File: config.mk
export PLATFORM = sky130hd
export DESIGN_NAME = mmio_uart_tx_flat
export DESIGN_NICKNAME = d
export VERILOG_FILES = /design/src/rtl/mmio_uart_tx_pkg.sv /design/src/rtl/mmio_uart_tx_if.sv /design/src/rtl/mmio_uart_tx_sync_fifo.sv /design/src/rtl/mmio_uart_tx.sv /design/src/flat_wrapper.sv
export SDC_FILE = /design/constraint.sdc
export NUM_CORES = 1
export LEC_CHECK = 0
export ABC_AREA = 1
export BUFFER_PORTS_ARGS = -buffer_cell sky130_fd_sc_hd__buf_2
export CAP_MARGIN = 10
export CORE_MARGIN = 5
export CORE_UTILIZATION = 50
export CTS_BUF_LIST = sky130_fd_sc_hd__clkbuf_16
export CTS_CLUSTER_SIZE = 16
export DETAILED_ROUTE_END_ITERATION = 16
export GPL_ROUTABILITY_DRIVEN = 0
export HOLD_SLACK_MARGIN = 0.06
export PLACE_DENSITY = 0.74
export SLEW_MARGIN = 20
export SYNTH_ARGS = -nofsm -noshare
export SYNTH_HDL_FRONTEND = slang
export SYNTH_HIERARCHICAL = 1
export SYNTH_SLANG_ARGS = --single-unit
File: constraint.sdc
create_clock -name clk -period 3.4 [get_ports clk]
set_input_delay 0.85 -clock clk [delete_from_list [all_inputs] [get_ports clk]]
set_output_delay 0.85 -clock clk [all_outputs]
set_load 0.005 [all_outputs]
File: src/rtl/mmio_uart_tx_pkg.sv
// rtl/mmio_uart_tx_pkg.sv - shared types and constants for the MMIO UART transmitter
package mmio_uart_pkg;

  typedef enum logic [1:0] {
    IDLE  = 2'd0,
    START = 2'd1,
    DATA  = 2'd2,
    STOP  = 2'd3
  } uart_state_e;

  localparam logic [1:0] OFF_DATA   = 2'd0;
  localparam logic [1:0] OFF_STATUS = 2'd1;
  localparam logic [1:0] OFF_DIV    = 2'd2;

  localparam int STAT_BUSY    = 0;
  localparam int STAT_FULL    = 1;
  localparam int STAT_EMPTY   = 2;
  localparam int STAT_OVF     = 3;
  localparam int STAT_CNT_LSB = 4;

endpackage

File: src/rtl/mmio_uart_tx_if.sv
// rtl/mmio_uart_tx_if.sv - processor data-bus responder interface (same-cycle read, edge-sampled write)
interface mmio_uart_tx_if;
  logic [31:0] addr;
  logic        write_en;
  logic [31:0] write_data;
  logic [31:0] read_data;

  modport master (output addr, output write_en, output write_data, input read_data);
  modport slave  (input addr, input write_en, input write_data, output read_data);
endinterface

File: src/rtl/mmio_uart_tx_sync_fifo.sv
// rtl/mmio_uart_tx_sync_fifo.sv - synchronous FIFO with head-visible dout; caller guarantees legal push/pop
module sync_fifo #(
  parameter int WIDTH = 8,
  parameter int DEPTH = 8
) (
  input  logic                     clk,
  input  logic                     rst,
  input  logic                     push,
  input  logic                     pop,
  input  logic [WIDTH-1:0]         din,
  output logic [WIDTH-1:0]         dout,
  output logic                     full,
  output logic                     empty,
  output logic [$clog2(DEPTH):0]   count
);
  localparam int AW = $clog2(DEPTH);

  logic [WIDTH-1:0] r_mem [DEPTH];
  logic [AW-1:0]    r_wr_ptr;
  logic [AW-1:0]    r_rd_ptr;
  logic [AW:0]      r_count;

  // Storage has no reset; only pointers and count define validity.
  always_ff @(posedge clk) begin
    if (push) r_mem[r_wr_ptr] <= din;
  end

  always_ff @(posedge clk) begin
    if (rst) begin
      r_wr_ptr <= '0;
      r_rd_ptr <= '0;
      r_count  <= '0;
    end else begin
      if (push) r_wr_ptr <= r_wr_ptr + AW'(1);
      if (pop)  r_rd_ptr <= r_rd_ptr + AW'(1);
      case ({push, pop})
        2'b10:   r_count <= r_count + (AW+1)'(1);
        2'b01:   r_count <= r_count - (AW+1)'(1);
        default: r_count <= r_count;
      endcase
    end
  end

  assign dout  = r_mem[r_rd_ptr];
  assign full  = (r_count == (AW+1)'(DEPTH));
  assign empty = (r_count == '0);
  assign count = r_count;
endmodule

File: src/rtl/mmio_uart_tx.sv
// rtl/mmio_uart_tx.sv - memory-mapped 8N1 UART transmitter with TX FIFO and baud divisor
module mmio_uart_tx
  import mmio_uart_pkg::*;
#(
  parameter logic [31:0] BASE_ADDR   = 32'h0000_0400,
  parameter int          FIFO_DEPTH  = 8,
  parameter logic [15:0] DEFAULT_DIV = 16'd434
) (
  input  logic           clk,
  input  logic           rst,
  mmio_uart_tx_if.slave  bus,
  output logic           tx,
  output logic           irq
);
  localparam int CW = $clog2(FIFO_DEPTH) + 1;

  logic          w_sel;
  logic [1:0]    w_off;
  logic          w_wr_data;
  logic          w_wr_status;
  logic          w_wr_div;
  logic          w_push;
  logic          w_pop;
  logic          w_full;
  logic          w_empty;
  logic          w_empty_next;
  logic [CW-1:0] w_count;
  logic [7:0]    w_fifo_dout;
  logic [31:0]   w_status;
  logic          w_cyc_last;
  logic          w_tx_next;
  logic          w_unused_bits;

  uart_state_e   r_state, w_state_next;
  logic [7:0]    r_shift, w_shift_next;
  logic [2:0]    r_bit, w_bit_next;
  logic [15:0]   r_cyc, w_cyc_next;
  logic [15:0]   r_div_shadow, w_div_shadow_next;
  logic [15:0]   r_div;
  logic          r_ovf;
  logic          r_tx;
  logic          r_irq;

  assign w_sel         = (bus.addr[31:4] == BASE_ADDR[31:4]);
  assign w_off         = bus.addr[3:2];
  assign w_wr_data     = w_sel && bus.write_en && (w_off == OFF_DATA);
  assign w_wr_status   = w_sel && bus.write_en && (w_off == OFF_STATUS);
  assign w_wr_div      = w_sel && bus.write_en && (w_off == OFF_DIV);
  assign w_unused_bits = ^{bus.addr[1:0], bus.write_data[31:16]};

  // A full FIFO still accepts a byte when the serializer frees the head this cycle.
  assign w_push = w_wr_data && (!w_full || w_pop);

  sync_fifo #(.WIDTH(8), .DEPTH(FIFO_DEPTH)) u_fifo (
    .clk   (clk),
    .rst   (rst),
    .push  (w_push),
    .pop   (w_pop),
    .din   (bus.write_data[7:0]),
    .dout  (w_fifo_dout),
    .full  (w_full),
    .empty (w_empty),
    .count (w_count)
  );

  always_ff @(posedge clk) begin
    if (rst) begin
      r_div <= DEFAULT_DIV;
      r_ovf <= 1'b0;
    end else begin
      if (w_wr_div) r_div <= (bus.write_data[15:0] == 16'd0) ? 16'd1 : bus.write_data[15:0];
      if (w_wr_status)                r_ovf <= 1'b0;
      else if (w_wr_data && !w_push)  r_ovf <= 1'b1;
    end
  end

  always_ff @(posedge clk) begin
    if (rst) begin
      r_state      <= IDLE;
      r_shift      <= '0;
      r_bit        <= '0;
      r_cyc        <= '0;
      r_div_shadow <= DEFAULT_DIV;
      r_tx         <= 1'b1;
      r_irq        <= 1'b1;
    end else begin
      r_state      <= w_state_next;
      r_shift      <= w_shift_next;
      r_bit        <= w_bit_next;
      r_cyc        <= w_cyc_next;
      r_div_shadow <= w_div_shadow_next;
      r_tx         <= w_tx_next;
      r_irq        <= (w_state_next == IDLE) && w_empty_next;
    end
  end

  assign w_cyc_last = (r_cyc == r_div_shadow - 16'd1);

  always_comb begin
    w_state_next      = r_state;
    w_shift_next      = r_shift;
    w_bit_next        = r_bit;
    w_cyc_next        = r_cyc;
    w_div_shadow_next = r_div_shadow;
    case (r_state)
      IDLE: begin
        if (!w_empty) begin
          w_state_next      = START;
          w_shift_next      = w_fifo_dout;
          w_div_shadow_next = r_div;
          w_cyc_next        = '0;
          w_bit_next        = '0;
        end
      end
      START: begin
        if (w_cyc_last) begin
          w_state_next = DATA;
          w_cyc_next   = '0;
        end else begin
          w_cyc_next = r_cyc + 16'd1;
        end
      end
      DATA: begin
        if (w_cyc_last) begin
          w_cyc_next   = '0;
          w_shift_next = {1'b0, r_shift[7:1]};
          if (r_bit == 3'd7) w_state_next = STOP;
          else               w_bit_next   = r_bit + 3'd1;
        end else begin
          w_cyc_next = r_cyc + 16'd1;
        end
      end
      STOP: begin
        if (w_cyc_last) begin
          w_state_next = IDLE;
          w_cyc_next   = '0;
        end else begin
          w_cyc_next = r_cyc + 16'd1;
        end
      end
      default: w_state_next = IDLE;
    endcase
  end

  // tx is registered from the next state so the line level lines up with the state it belongs to.
  always_comb begin
    w_pop = (r_state == IDLE) && !w_empty;
    case (w_state_next)
      START:   w_tx_next = 1'b0;
      DATA:    w_tx_next = w_shift_next[0];
      default: w_tx_next = 1'b1;
    endcase
    w_empty_next = ((w_count == '0) && !w_push) ||
                   ((w_count == CW'(1)) && w_pop && !w_push);
  end

  always_comb begin
    w_status                          = '0;
    w_status[STAT_BUSY]               = (r_state != IDLE);
    w_status[STAT_FULL]               = w_full;
    w_status[STAT_EMPTY]              = w_empty;
    w_status[STAT_OVF]                = r_ovf;
    w_status[STAT_CNT_LSB +: CW]      = w_count;
  end

  always_comb begin
    bus.read_data = '0;
    if (w_sel) begin
      case (w_off)
        OFF_STATUS: bus.read_data = w_status;
        OFF_DIV:    bus.read_data = {16'd0, r_div};
        default:    bus.read_data = '0;
      endcase
    end
  end

  assign tx  = r_tx;
  assign irq = r_irq;
endmodule

File: src/flat_wrapper.sv
// flat-port wrapper written by rule: the top's interface ports become plain ports
module mmio_uart_tx_flat import mmio_uart_pkg::*;
#(
  parameter logic [31:0] BASE_ADDR   = 32'h0000_0400,
  parameter int          FIFO_DEPTH  = 8,
  parameter logic [15:0] DEFAULT_DIV = 16'd434
)
  (clk, rst, tx, irq, bus_addr, bus_write_en, bus_write_data, bus_read_data);
  mmio_uart_tx_if bus_i ();
  input  logic clk;
  input  logic rst;
  output logic tx;
  output logic irq;
  input wire logic [$bits(bus_i.addr)-1:0] bus_addr;
  input wire logic [$bits(bus_i.write_en)-1:0] bus_write_en;
  input wire logic [$bits(bus_i.write_data)-1:0] bus_write_data;
  output wire logic [$bits(bus_i.read_data)-1:0] bus_read_data;
  assign bus_i.addr = bus_addr;
  assign bus_i.write_en = bus_write_en;
  assign bus_i.write_data = bus_write_data;
  assign bus_read_data = bus_i.read_data;
  mmio_uart_tx #(.BASE_ADDR(BASE_ADDR), .FIFO_DEPTH(FIFO_DEPTH), .DEFAULT_DIV(DEFAULT_DIV)) u_core (.clk(clk), .rst(rst), .bus(bus_i), .tx(tx), .irq(irq));
endmodule
# Word-level counts from Yosys, hierarchy flattened
# Memory sizes are Yosys's and may differ from the RTL's. A register that Yosys moved wholly into a read port is not among the register bits.
# Index checks and enable logic that the tools add are counted.
# classes
n_mul	0
addsub	7
n_bitwise	1
n_eq_ne	17
mux	25
shift	0
magnitude_cmp	0
div_mod_pow	0
n_reduce_logical	29
# ops
cell	n
$pmux 16 s2	2
$mux 16	3
$mux 32	1
$eq 28x7->1 const B	1
$add 16x1->16 const B	1
$eq 16x16->1	1
$logic_not 16->1	1
$mux 8	2
$pmux 8 s2	1
$sub 16x1->16 const B	1
$mux 3	5
$logic_and 1x1->1	11
$eq 2x2->1 const B	5
$mux 2	5
$add 3x1->3 const B	3
$eq 2x1->1 const B	4
$pmux 2 s4	1
$pmux 4 s2	1
$logic_not 2->1	3
$pmux 3 s2	1
$reduce_bool 2->1	3
$add 4x1->4 const B	1
$eq 4x1->1 const B	1
$eq 4x4->1 const B	1
15 further kinds	20
# word_totals
out_inout_bits	34
mem_bits_rw	64
inputBits	67
latchBits	0
romBits	0
wordCells	93
ff_bits	74
mem_count	1
# mem_list
name	depth	word_bits	read_ports	rd_ports_with_merged_regs	wr	line	rtl
u_core.u_fifo.r_mem	8	8	1	1	1	mmio_uart_tx_sync_fifo.sv:18	logic [WIDTH-1:0] r_mem [DEPTH];

# Longest topological paths before layout
# Gate-level depths: netlist (run 1).
# logic_depth
depth_word	9
mapped_depth	20
ltp_nobuf	20

# Modules after synthesis
# Netlist (run 1), hierarchy kept.
# by_module_without_submodules
module	seq_area_each_um2	area_per_inst_um2	cells_each	instances
mmio_uart_tx	1281.2	4032.6	639	1
sync_fifo	2182.1	3146.8	269	1

# Worst setup path before layout (run 1)
# No wires, ideal clock.
# synth_timing
path_kind	input to register
from	input port bus_addr[5]
to	memory u_core.u_fifo.r_mem[0][0], enable pin
path_stages	11
required_ns	3.030
t_arrival_ns	2.651
setup_time_ns	0.370
setup_slack_ns	0.378
path_buffers	0
path_cell_list	nor4_1 -> nor3b_1 -> nand2_1 -> nor2_1 -> inv_1 -> nor2_1 -> nand2_1 -> inv_1 -> inv_1 -> or2_1 -> nor2_1
# synth_via
elab_chain_cells	6
# synth_rtl
item	line	rtl
start: declaration	flat_wrapper.sv:14	input wire logic [$bits(bus_i.addr)-1:0] bus_addr;
$eq 28x7->1	mmio_uart_tx.sv:44	assign w_sel = (bus.addr[31:4] == BASE_ADDR[31:4]);
$logic_and 1x1->1 (2 in series)	mmio_uart_tx.sv:46	assign w_wr_data = w_sel && bus.write_en && (w_off == OFF_DATA);
$logic_and 1x1->1	mmio_uart_tx.sv:52	assign w_push = w_wr_data && (!w_full || w_pop);
net u_core.w_push	mmio_uart_tx.sv:22	logic w_push;
$mux 1	mmio_uart_tx_sync_fifo.sv:25	if (push) r_mem[r_wr_ptr] <= din;
$mux 1 (implied by the code)	mmio_uart_tx_sync_fifo.sv:25	
end: declaration	mmio_uart_tx_sync_fifo.sv:18	
# The timed path passes the listed nets, and every way through them passes these cells.

# Worst setup path after layout (run 1)
# layout_timing
from	input port bus_addr[5]
to	output port bus_read_data[4]
# layout_via
elab_chain_cells	2
# layout_rtl
item	line	rtl
$eq 28x7->1	mmio_uart_tx.sv:44	
$mux 32	mmio_uart_tx.sv:168	if (w_sel) begin
end: declaration	flat_wrapper.sv:17	output wire logic [$bits(bus_i.read_data)-1:0] bus_read_data;
# No other way between the ends.

==> results of run 1 <==
## cells in the mapped netlist (2+ instances only)
master and n:
nand2_1 231, nor2_1 125, dfxtp_1 77, inv_1 71, edfxtp_1 64, nand3_1 57, a21oi_1 49, o21ai_0 29
o21ai_1 23, buf_4 19, clkbuf_1 17, ha_1 12, mux2i_1 8, nand4_1 8, nor3_1 8, nor4_1 8
o22ai_1 8, a31oi_1 7, nand2_2 7, nand3b_1 7, xor2_1 7, nor2_2 6, o211ai_1 6, xnor2_1 6
a211oi_1 5, buf_6 5, inv_2 5, or2_2 5, buf_2 4, nor2_4 3, and2_1 2, buf_1 2
nor3b_1 2, o21bai_1 2
## logic make-up after synthesis
group | count (synthesis) | synth area share
compound gates | 135 | 0.1042
xor+xnor | 13 | 0.01586
fa+ha+maj | 12 | 0.02091
buf+inv | 123 | 0.08017
flops | 141 | 0.4824
mux | 8 | 0.01115
other cells | 1 | 0.0005223
simple gates | 475 | 0.2848
## power by group through the flow
| stage | registers, W | logic, W | clock network (W) |
|---|---|---|---|
| floorplan | 0.00216 | 0.00156 | 0 |
| global placement | 0.00223 | 0.00195 | 0 |
| detailed placement | 0.00223 | 0.00199 | 0 |
| CTS | 0.00220 | 0.00201 | 0.00171 |
| global route | 0.00223 | 0.00230 | 0.00179 |
| finish | 0.00220 | 0.00202 | 0.00169 |
## state kept, by name, indices dropped and copies added (netlist names), named ones only
signal	flops
u_core/u_fifo/r_rd_ptr	3
u_core/u_fifo/count	4
u_core/r_div_shadow	16
u_core/r_bit	3
u_core/r_div	16
u_core/r_state	2
u_core/tx	1
u_core/r_shift	8
u_core/r_ovf	1
u_core/u_fifo/r_mem	64
u_core/r_cyc	16
u_core/u_fifo/r_wr_ptr	3
u_core/irq	1
## path summary, 6_finish.rpt
path	to	slack, ns
worst max-delay path	bus_read_data[4]	0.27
worst min-delay path	u_core/r_bit[2]	0.47
worst max register to register	u_core/tx	0.76
worst min register to register	u_core/r_bit[2]	0.47
## worst max-delay path: stages
cell and delay [ns]:
buf_2 0.10, nor4_1 0.28, nor3b_1 0.26, nand2_1 0.10
buf_4 0.17, inv_1 0.05, nand2_1 0.14, a21oi_1 0.17
buf_2 0.14
## area by class of cell
type	instances	area (um2)	area share
sequential	141	3463	0.4221
clock inverter	14	92.59	0.01129
multi-input combinational	659	3199	0.3900
inverter	76	285.3	0.03477
clock buffer	18	450.4	0.05490
timing repair buffer	87	488.0	0.05948
tap	180	225.2	0.02745
## metrics by stage
stage               power [W]    util  setup WS (ns)  cell area, um2  hold slack [ns]
floorplan            0.003721       -         0.3783            7236           0.4433
global placement     0.004172  0.5477         0.1547            7661           0.4563
detailed placement   0.004214  0.5477         0.1351            7661           0.4652
CTS                  0.005918  0.5865         0.2344            8204           0.4727
global route         0.006313  0.5865         0.1118            8204           0.5096
finish               0.005907  0.5865         0.2665            8204           0.4664
## metal layers
metal  track usage  share of wire  up-vias
met4       0.07029          0.017        0
met5             0              0        -
met3       0.04421          0.063       23
li1              -              -     3135
met2        0.3446           0.47      230
met1        0.2736           0.45     2870
==> impl_results.md, run 1 <==
* 1st-pass router iterations at 5
* VDD IR max at 0.4610 mV
* Number of clock sinks at 141
* Initial DRC Count at 562
* Largest area contributor in the netlist: edfxtp_1
* Worst r2r src: u_core/r_div_shadow[0]
* Tcrit/Tclk final at 0.9216
* Initial core utilization at 0.5132
* # port buffers at 66
* EDFF count, synth at 64
* #FFs+latches synth at 141
* Clk slew on worst S/H paths at 0.06 ns
* Relative slew slack at 0.4855
* Via count of the routed design at 6258
* WHS Path Cells at 2
* Routed wire per std cell at 14.45 um
* Combinational power share at 0.342
* Ranking of synthesized cells by area: edfxtp_1, dfxtp_1, nand2_1, nor2_1, nand3_1
* Reg2reg path depth at 15
* Final-report hold violation count at 0
* Sw Share at 0.3842
* Layout cells sized above 1 at 0.1477
* Cells after Synth at 908
* CP max FO at 9
* Crit start category: input pin
* Initial antenna violation count at 0
* Type of the tightest min-delay check: reg2reg
* WP data required at 2.55 ns
* Top achievable clock speed at 319.1 MHz
* Post_cts resized at 0
* Via density at 5.326
* Hold buffers post-CTS at 0
* Sequential-to-total area share from yosys stat at 0.4824
* Total number of yosys warnings at 6
* Global route overflow at 0
* Number of global-route vias before repair at 5855
* First-pass GRT wire length at 27980 um
* GRT Total Usage at 0.2084
* CTS tree: yes
* Crit Path Class: in2out
* Crit path time final at 3.133 ns
* P_int at 0.003638 W
* Max-cap viol count at 0
* Clk Latency, worst-skew pair at 0.42 ns
* Full die area at 16860 um2
* CTS buffer count at 17
* FILL cells at 1226
* Non-Filler Instances at 1175
* DRC viols at 0
* Die X at 129.8 um
* Post-synthesis cell type count at 47
* Least-Margin Pin Slew at 0.7709 ns
* Mapped Avg Cell Area at 7.907 um2
* ANT nets after route at 0
* Pwr/cell area at 720.0 nW/um2
* H-Tree Depth at 4
* Asr flop ratio synth at 0
* Main synth FF type: dfxtp_1
* Antenna cells at 0
* Commonest cells after routing, fill and taps aside: nand2_1, nor2_1, dfxtp_1, inv_1, buf_2
* Outcome: finished, final reports clean
* Final setup fails at 0
* DP HPWL at 11910 um
* Worst EP arrival at 2.28 ns
* Root buf cell: clkbuf_16
* Critical path endpoint category: primary output
* Worst Skew at 0.007232 ns
* Leakage power at 3.423 nW
* WL final at 16980 um
* Layout area overhead at 14.27%
* Core area at 13990 um2
* HP Start: u_core/r_bit[2]
* I/O pin count at 101
* Rows at 43
* Sw Pwr at 0.002269 W
* Fin nets at 1061
* Postcts setup bufs at 0
* Clk network pwr share at 0.285
* Sequential power share at 0.372
* Most common cell after layout, fill and taps aside: nand2_1
* Mapped Area at 7179 um2
* DIE HEIGHT at 129.8 um
* Dpl cells at 1143
* Slew Limit Fails at 0
* Post-synth top area share at 0.2677
* Max Buffers Root-to-Sink at 2
* RSZ-0062 raised after global routing: no
* Worst Setup SP: bus_addr[5]
* Largest net degree at the start of global routing at 51
* Setup TNS at 0 ns
(Power assumes the default switching activity.)
==> run 2: changes to the inputs <==
--- a/config.mk
+++ b/config.mk
@@ -9,13 +9,13 @@
 export BUFFER_PORTS_ARGS = -buffer_cell sky130_fd_sc_hd__buf_2
 export CAP_MARGIN = 10
 export CORE_MARGIN = 5
-export CORE_UTILIZATION = 50
+export CORE_UTILIZATION = 53
 export CTS_BUF_LIST = sky130_fd_sc_hd__clkbuf_16
 export CTS_CLUSTER_SIZE = 16
 export DETAILED_ROUTE_END_ITERATION = 16
 export GPL_ROUTABILITY_DRIVEN = 0
 export HOLD_SLACK_MARGIN = 0.06
-export PLACE_DENSITY = 0.74
+export PLACE_DENSITY = 0.78
 export SLEW_MARGIN = 20
 export SYNTH_ARGS = -nofsm -noshare
 export SYNTH_HDL_FRONTEND = slang
==> run 2 against run 1 <==
  * Setup slack got worse by 0.033 ns
  * Critical path depth unchanged
  * Via count fell by 1.0%
  * Sequential share of layout area down 0.38 points
  * Sequential cell count stayed put
  * Critical path type unchanged
  * Largest cell class unchanged
==> impl_results.md, run 2 (synthesis results as in run 1) <==
* Critical path endpoint category: primary output (unchanged)
* Pwr/cell area at 745.1 nW/um2 (was 720.0 nW/um2)
* DIE HEIGHT at 126.4 um (was 129.8 um)
* Commonest cells after routing, fill and taps aside: nand2_1, nor2_1, dfxtp_1, inv_1, buf_2 (unchanged)
* Tcrit/Tclk final at 0.9314 (was 0.9216)
* Clk slew on worst S/H paths at 0.06 ns (about the same)
* ANT nets after route at 0 (unchanged)
* Setup TNS at 0 ns (unchanged)
* First-pass GRT wire length at 27700 um (was 27980 um)
* Crit path to: bus_read_data[7] (was bus_read_data[4])
* Worst R2R End: u_core/tx (unchanged)
* Layout area overhead at 15.30% (was 14.27%)
* Relative slew slack at 0.5059 (was 0.4855)
* Clk Latency, worst-skew pair at 0.42 ns (about the same)
* Sw Pwr at 0.002310 W (was 0.002269 W)
* GRT Total Usage at 0.2093 (was 0.2084)
* VDD IR max at 0.4662 mV (was 0.4610 mV)
* Design area at 8278 um2 (was 8204 um2)
* Crit Path Class: in2out (unchanged)
* CTS buffer count at 17 (unchanged)
* Root buf cell: clkbuf_16 (unchanged)
* Initial core utilization at 0.5421 (was 0.5132)
* Global route overflow at 0 (unchanged)
* Final-report hold violation count at 0 (unchanged)
* R2R Setup Slk at 0.62 ns (was 0.76 ns)
* Fin nets at 1058 (was 1061)
* Max-cap viol count at 0 (unchanged)
* Full die area at 15970 um2 (was 16860 um2)
* RSZ-0062 raised after global routing: no (unchanged)
* Number of global-route vias before repair at 5783 (was 5855)
* I/O pin count at 101 (unchanged)
* Slew Limit Fails at 0 (unchanged)
* Die X at 126.4 um (was 129.8 um)
* Worst EP arrival at 2.32 ns (was 2.28 ns)
* Placed inst area at 7634 um2 (was 7661 um2)
* CP max FO at 9 (unchanged)
* Top reg by flops: u_core/u_fifo/r_mem (unchanged)
* Initial DRC Count at 492 (was 562)
* Sequential power share at 0.356 (was 0.372)
* Crit start category: input pin (unchanged)
* FILL cells at 1093 (was 1226)
* WP data required at 2.55 ns (about the same)
* Reg2reg path depth at 15 (unchanged)
* Antenna cells at 0 (unchanged)
* DRC viols at 0 (unchanged)
* Layout cells sized above 1 at 0.1482 (was 0.1477)
* Postcts setup bufs at 0 (unchanged)
* Most common cell after layout, fill and taps aside: nand2_1 (unchanged)
* Largest net degree at the start of global routing at 51 (unchanged)
* Worst Skew at 0.009888 ns (was 0.007232 ns)
* Via density at 5.302 (was 5.326)
* Leakage power at 3.449 nW (was 3.423 nW)
* Worst Setup SP: bus_addr[21] (was bus_addr[5])
* Crit path time final at 3.167 ns (was 3.133 ns)
* Final Util at 0.6251 (was 0.5865)
* Routed wire per std cell at 13.95 um (was 14.45 um)
* Rows at 42 (was 43)
* Final setup fails at 0 (unchanged)
* P_int at 0.003858 W (was 0.003638 W)
* H-Tree Depth at 4 (unchanged)
* Top achievable clock speed at 315.8 MHz (was 319.1 MHz)
* Combinational power share at 0.321 (was 0.342)
* 1st-pass router iterations at 5 (unchanged)
* # port buffers at 66 (unchanged)
* Core area at 13240 um2 (was 13990 um2)
* Hold buffers post-CTS at 0 (unchanged)
* Max reg flops at 64 (unchanged)
* Type of the tightest min-delay check: reg2reg (unchanged)
* Max Buffers Root-to-Sink at 2 (unchanged)
* Via count of the routed design at 6193 (was 6258)
* DP HPWL at 11390 um (was 11910 um)
* Least-Margin Pin Slew at 0.7403 ns (was 0.7709 ns)
* Hold Slack at 0.4697 ns (was 0.4664 ns)
* Worst r2r src: u_core/r_div_shadow[1] (was u_core/r_div_shadow[0])
* Number of clock sinks at 141 (unchanged)
* Outcome: finished, final reports clean (unchanged)
* Worst slack, placed at 0.06227 ns (was 0.1351 ns)
* CTS tree: yes (unchanged)
* WL final at 16290 um (was 16980 um)
* Final worst slack at 0.2331 ns (was 0.2665 ns)
* Initial antenna violation count at 0 (unchanged)
* Sw Share at 0.3746 (was 0.3842)
* Clk network pwr share at 0.323 (was 0.285)
* Post_cts resized at 0 (unchanged)
## run 2: cell count changes in the layout (fill, tap and decap cells not counted), moves of 2 or more
cell,delta
inv_8,+4
buf_4,-3
bufinv_16,+3
clkinv_2,-3
inv_1,-3
clkinv_8,+2
clkinvlp_4,-2
## run 2: power groups by stage
stage | Clock [W] | Combinational, W | Sequential [W]
after global placement | 0 | 0.00191 | 0.00222
after floorplan | 0 | 0.00156 | 0.00216
after detailed placement | 0 | 0.00193 | 0.00223
after CTS | 0.00201 | 0.00196 | 0.00220
after global routing | 0.00210 | 0.00226 | 0.00223
final | 0.00199 | 0.00198 | 0.00220
## run 2: cell type report
type | count | area (um2) | share of cell area
tap | 176 | 220.2 | 0.02660
clock inverter | 15 | 219.0 | 0.02645
sequential | 141 | 3463 | 0.4184
timing repair buffer | 84 | 465.4 | 0.05623
inverter | 76 | 285.3 | 0.03446
clock buffer | 17 | 425.4 | 0.05139
multi-input combinational | 659 | 3199 | 0.3865
## run 2: how the worst min path moves through the flow
stage	from	to	cells past startpoint
final	u_core/r_bit[2]	u_core/r_bit[2]	2
after global routing	u_core/r_bit[2]	u_core/r_bit[2]	2
after detailed placement	u_core/r_bit[2]	u_core/r_bit[2]	2
after floorplan	u_core/r_bit[1]	u_core/r_bit[1]	2
after CTS	u_core/r_bit[2]	u_core/r_bit[2]	2
after global placement	u_core/r_bit[1]	u_core/r_bit[1]	2
## run 2: metrics by stage
stage               cells  power (W)
detailed placement   1136   0.004161
CTS                  1168   0.006171
global placement     1136   0.004130
global route         1168   0.006598
finish               1168   0.006168
floorplan             923   0.003721
## run 2: worst max-delay path: stages
cell     delay (ns)
buf_2          0.09
nor4_1         0.36
and3_1         0.20
nand2_1        0.07
buf_4          0.18
inv_1          0.05
nand2_1        0.15
a21oi_1        0.21
buf_2          0.15
## run 2: per-layer routing
metal,part of all wire,GRT usage,up-vias
li1,-,-,3128
met1,0.46,0.2848,2802
met2,0.47,0.3462,243
met3,0.063,0.03783,20
met4,0.011,0.05489,0
met5,0,0,-
